===== config.mk =====
export PLATFORM = sky130hd
export DESIGN_NAME = ex_hazard_controller
export DESIGN_NICKNAME = d
export VERILOG_FILES = /design/src/rtl/ex_hazard_controller.sv
export SDC_FILE = /design/constraint.sdc
export NUM_CORES = 1
export LEC_CHECK = 0
export CELL_PAD_IN_SITES_DETAIL_PLACEMENT = 1
export CELL_PAD_IN_SITES_GLOBAL_PLACEMENT = 1
export CORE_MARGIN = 4
export CORE_UTILIZATION = 24
export DETAILED_ROUTE_END_ITERATION = 16
export GPL_TIMING_DRIVEN = 1
export PLACE_DENSITY = 0.92
export SLEW_MARGIN = 40
export SYNTH_ARGS = -nofsm -noshare
export SYNTH_HDL_FRONTEND = slang
export SYNTH_SLANG_ARGS = --single-unit

===== constraint.sdc =====
create_clock -name clk -period 3.2 [get_ports clk]
set_input_delay 0.8 -clock clk [delete_from_list [all_inputs] [get_ports clk]]
set_output_delay 0.8 -clock clk [all_outputs]
set_load 0.01 [all_outputs]

===== src/rtl/ex_hazard_controller.sv =====
// EX-stage hazard controller: forwarding selects, load-use interlock, redirect flushes
// and a RUN/MCBUSY sequencer for multi-cycle ops. HAZARD_PERF_CNT_EN adds stall/flush counters.
module ex_hazard_controller #(
  parameter int MC_LATENCY = 4,
  parameter int CNT_W      = 4
) (
  input  logic       clk,
  input  logic       reset,
  input  logic [4:0] RS1AddrD,
  input  logic [4:0] RS2AddrD,
  input  logic       UsesRs1D,
  input  logic       UsesRs2D,
  input  logic [4:0] RS1AddrE,
  input  logic [4:0] RS2AddrE,
  input  logic [4:0] WriteAddressE,
  input  logic       RegWriteE,
  input  logic       MemReadE,
  input  logic       MultiCycleE,
  input  logic       BranchE,
  input  logic       JtypeE,
  input  logic [4:0] WriteAddressM,
  input  logic       RegWriteM,
  input  logic [4:0] WriteAddressW,
  input  logic       RegWriteW,
  output logic       StallF,
  output logic       StallD,
  output logic       StallE,
  output logic       FlushD,
  output logic       FlushE,
  output logic       FlushM,
  output logic [1:0] ForwardA,
  output logic [1:0] ForwardB,
  output logic       ExBusy,
  output logic       ExDone
`ifdef HAZARD_PERF_CNT_EN
  ,
  output logic [31:0] StallCount,
  output logic [31:0] FlushCount
`endif
);

  typedef enum logic {RUN, MCBUSY} state_t;

  // The RUN cycle that accepts the op counts as one of the MC_LATENCY cycles,
  // and the release cycle is another, hence the load of MC_LATENCY-2.
  localparam logic [CNT_W-1:0] CNT_LOAD = CNT_W'(MC_LATENCY - 2);

  state_t           state_reg;
  logic [CNT_W-1:0] cnt_reg;
  logic             redirect;
  logic             load_use;
  logic [4:0]       rs_e [2];
  logic [1:0]       fwd  [2];

  assign rs_e[0] = RS1AddrE;
  assign rs_e[1] = RS2AddrE;

  for (genvar gi = 0; gi < 2; gi++) begin : g_fwd
    assign fwd[gi] = (RegWriteM && (WriteAddressM != 5'd0) && (WriteAddressM == rs_e[gi])) ? 2'b10 :
                     (RegWriteW && (WriteAddressW != 5'd0) && (WriteAddressW == rs_e[gi])) ? 2'b01 :
                     2'b00;
  end

  assign ForwardA = fwd[0];
  assign ForwardB = fwd[1];

  assign redirect = BranchE | JtypeE;
  assign load_use = MemReadE && RegWriteE && (WriteAddressE != 5'd0) &&
                    ((UsesRs1D && (RS1AddrD == WriteAddressE)) ||
                     (UsesRs2D && (RS2AddrD == WriteAddressE)));

  always_ff @(posedge clk) begin
    if (reset) begin
      state_reg <= RUN;
      cnt_reg   <= '0;
    end else begin
      case (state_reg)
        RUN: begin
          if (!redirect && MultiCycleE) begin
            state_reg <= MCBUSY;
            cnt_reg   <= CNT_LOAD;
          end
        end
        MCBUSY: begin
          if (cnt_reg != '0) begin
            cnt_reg <= cnt_reg - CNT_W'(1);
          end else begin
            state_reg <= RUN;
          end
        end
        default: begin
          state_reg <= RUN;
          cnt_reg   <= '0;
        end
      endcase
    end
  end

  always_comb begin
    StallF = 1'b0;
    StallD = 1'b0;
    StallE = 1'b0;
    FlushD = 1'b0;
    FlushE = 1'b0;
    FlushM = 1'b0;
    ExBusy = 1'b0;
    ExDone = 1'b0;
    if (!reset) begin
      case (state_reg)
        RUN: begin
          if (redirect) begin
            FlushD = 1'b1;
            FlushE = 1'b1;
          end else if (MultiCycleE) begin
            StallF = 1'b1;
            StallD = 1'b1;
            StallE = 1'b1;
            FlushM = 1'b1;
            ExBusy = 1'b1;
          end else if (load_use) begin
            StallF = 1'b1;
            StallD = 1'b1;
            FlushE = 1'b1;
          end
        end
        MCBUSY: begin
          // Control transfers and load-use cannot originate from a multi-cycle op.
          if (cnt_reg != '0) begin
            StallF = 1'b1;
            StallD = 1'b1;
            StallE = 1'b1;
            FlushM = 1'b1;
            ExBusy = 1'b1;
          end else begin
            ExDone = 1'b1;
          end
        end
        default: begin
          StallF = 1'b0;
        end
      endcase
    end
  end

`ifdef HAZARD_PERF_CNT_EN
  logic [31:0] stall_count_reg;
  logic [31:0] flush_count_reg;

  always_ff @(posedge clk) begin
    if (reset) begin
      stall_count_reg <= '0;
      flush_count_reg <= '0;
    end else begin
      if (StallF) stall_count_reg <= stall_count_reg + 32'd1;
      if (FlushD || FlushE) flush_count_reg <= flush_count_reg + 32'd1;
    end
  end

  assign StallCount = stall_count_reg;
  assign FlushCount = flush_count_reg;
`endif

endmodule


==> summary.md <==
| Metric | Value |
|---|---|
| Status | finished, final reports clean |
| Latest clock arrival within the worst-skew pair | 0.25 ns |
| R2R depth | 5 |
| Storage cell area | 100.1 sq um |
| Share of the synthesized area in the top cell type | 28.05% |
| Final Hold Viols | 0 |
| Cell row count | 20 |
| Routed Antenna Nets | 0 |
| Vias in the first global route | 1,101 |
| Crit end category | primary output |
| Routed vias | 995 |
| Post-Route Setup TNS | 0 ns |
| Register bit total from synthesis | 5 |
| Largest register FFs | 4 |
| Area Growth Syn to Fin | 118.5% |
| Count leader, synth | xor2_1 |
| Critical register-to-register path startpoint | cnt_reg[0] |
| CTS tree | built |
| CTS H-tree depth | 1 |
| Total grt overflow | 0 |
| Clock Skews | 0.002093 ns |
| Num CTS Buffers | 3 |
| Synth top area cells | xor2_1, dfxtp_1, xnor2_1 |
| Core area | 0.003028 sq mm |
| Worst EP required | 2.40 ns |
| Number of synthesized flops with an enable pin | 0 |
| Gr usage total | 18.23% |
| Cell Area, Placed | 0.001510 sq mm |
| Clock sink total | 5 |
| Final period util | 98.36% |
| PnR worst setup slack | 0.05258 ns |
| Worst slew pin tran | 0.4411 ns |
| Synthesized area per cell | 8.236 sq um |
| Arrival @ worst endpoint | 2.35 ns |
| CP Launch Type | input port |
| Worst setup path class | input port to primary output |
| First drt pass iteration count | 3 |
| Share of cells above drive strength 1 | 25.88% |
| RSZ-0062 raised after global routing | yes |
| DR iter-0 viols | 36 |
| Synthesized cell area | 749.5 sq um |
| Worst Hold Endpoint | cnt_reg[3] |
| First-pass GRT wire length | 5685 microns |
| Final WL | 3749 microns |
| Slew margin rel. | 70.55% |
| Syn nets | 139 |
| Reg2reg setup slack | 1.45 ns |
| Yosys warns | 0 |
| IO Port Bufs | 57 |
| Global route hottest layer | met2 |
| CP max FO | 2 |
| R2R Path End | cnt_reg[1] |
| Min-delay worst type | flip-flop to flip-flop |
| Width of the die | 63.88 microns |
| DP Cell Count | 209 |
| Root Driver | clkbuf_4 |
| Max Cap Viol | 0 |
| Mapped Cells | 91 |
| Global-route track usage on met2 | 36.52% |
| Wire per inst | 17.52 microns |
| Total power | 0.3248 mW |
| GP Congestion | 0.9292 |
| DP Wirelength | 3088 microns |
| Distinct cells, synth | 32 |
| Leak pwr | 0.7940 nW |
| Min Tclk post-route | 3.147 ns |
| Final Non-Filler Cells | 214 |
| CTS Buffer Depth | 2 |
| Via-per-instance ratio | 4.650 |
| Worst hold start | cnt_reg[3] |
| DRC | 0 |
| Setup violators final | 0 |
| Diodes inserted | 0 |
| Slew Limit Fails | 0 |
| Starting Density | 24.75% |
| Post-route cell area | 0.001638 sq mm |
| Yosys top cell by area | xor2_1 |
| CTS clk-pin slew, worst paths | 0.04 ns |
| Top cells by count, synth | xor2_1, xnor2_1, dfxtp_1, nor2_1, or4_1 |
| Fmax achieved | 0.3177 GHz |
| Met1 Track Usage GR | 18.62% |
| # nets final | 219 |
| Maximum vdd drop | 0.1682 mV |
| Cells on Worst Hold Path | 2 |
| Setup WS pre-CTS | -0.4766 ns |
| Global Route met3 Usage | 2.988% |
| Die footprint | 0.004081 sq mm |
| Initial antenna violation count | 0 |
| Ports | 58 |
| Fillers | 358 |
| Post-synth ARST share | 0% |
| Sequential fraction of the synthesis area | 13.36% |
| Multi-input logic area | 688.2 sq um |
| Largest net degree at the start of global routing | 12 |
| Crit path from | WriteAddressM[1] |
| Die height | 63.88 microns |
| PwrDens | 198.3 mW/mm^2 |
| Synth Flop Type | dfxtp_1 |
## critical path, cell delays in order
cell	delay, ns
clkdlybuf4s50_1	0.42
or4_4	0.43
o21ai_4	0.21
buf_6	0.13
nor4_4	0.04
dlygate4sd2_1	0.30
## placed cells by master, fill, tap and decap left out, types with 3 or more instances in the layout
master           count
buf_4               22
xor2_1              24
buf_2                3
xnor2_1              8
nor3_1               3
clkdlybuf4s50_1     29
nor4_2               3
nor2_1               4
dfxtp_1              5
nand3_1              4
dlymetal6s2s_1      15
dlygate4sd2_1       10
inv_1                3
or4_4                4
clkbuf_4             3
## metrics by stage
stage               utilization, %  hold WS, ns
floorplan                        -       0.5363
global placement             49.88       0.5515
detailed placement           49.88       0.5708
CTS                          51.82       0.6158
global route                 54.09       0.6583
finish                       54.09       0.6080
## repair_timing
action                     4_1_cts  5_1_grt
setup endpoints to repair       11        7
setup buffers                    0        1
hold buffers                     0        0
pin swaps                        3        9
resized for setup               27       25
## kinds of logic (layout without fill, tap and decap cells)
logic type | Yosys count | count (layout) | share of synthesized area [%]
AOI/OAI and AO/OA | 9 | 9 | 8.682
adders and majority gates | 2 | 2 | 3.338
xor gates and xnor gates | 32 | 32 | 37.40
DFF | 5 | 5 | 13.36
buffers and inverters | 8 | 87 | 5.509
and+or+nand+nor | 34 | 34 | 30.38
muxes | 1 | 1 | 1.336
## routing by layer
layer / vias to the layer above / part of all wire [%]
met5: - / 0
met4: 0 / 1.8
met3: 9 / 2.9
met2: 22 / 57
met1: 481 / 38
li1: 483 / -
## power breakdown
part           internal, mW  leakage [nW]  switching, mW
Combinational         0.104         0.738         0.0778
Clock                0.0472        0.0150         0.0273
Sequential           0.0649        0.0406        0.00369
## final cells by class
| cell class | instances | share of cell area (%) |
|---|---|---|
| multi-input combinational | 78 | 42.02 |
| inverter | 3 | 0.6875 |
| tap | 44 | 3.361 |
| sequential | 5 | 6.112 |
| timing repair buffer | 80 | 46.22 |
| clock buffer | 4 | 1.604 |
## how the worst max path moves through the flow
| stage | depth (start not counted) | end |
|---|---|---|
| final | 6 | ForwardB[1] |
| after global routing | 7 | ForwardB[0] |
| after CTS | 6 | ForwardA[1] |
| after detailed placement | 6 | ForwardA[0] |
| after global placement | 6 | ForwardA[0] |
| after floorplan | 4 | ForwardA[0] |
(Power assumes the default switching activity.)
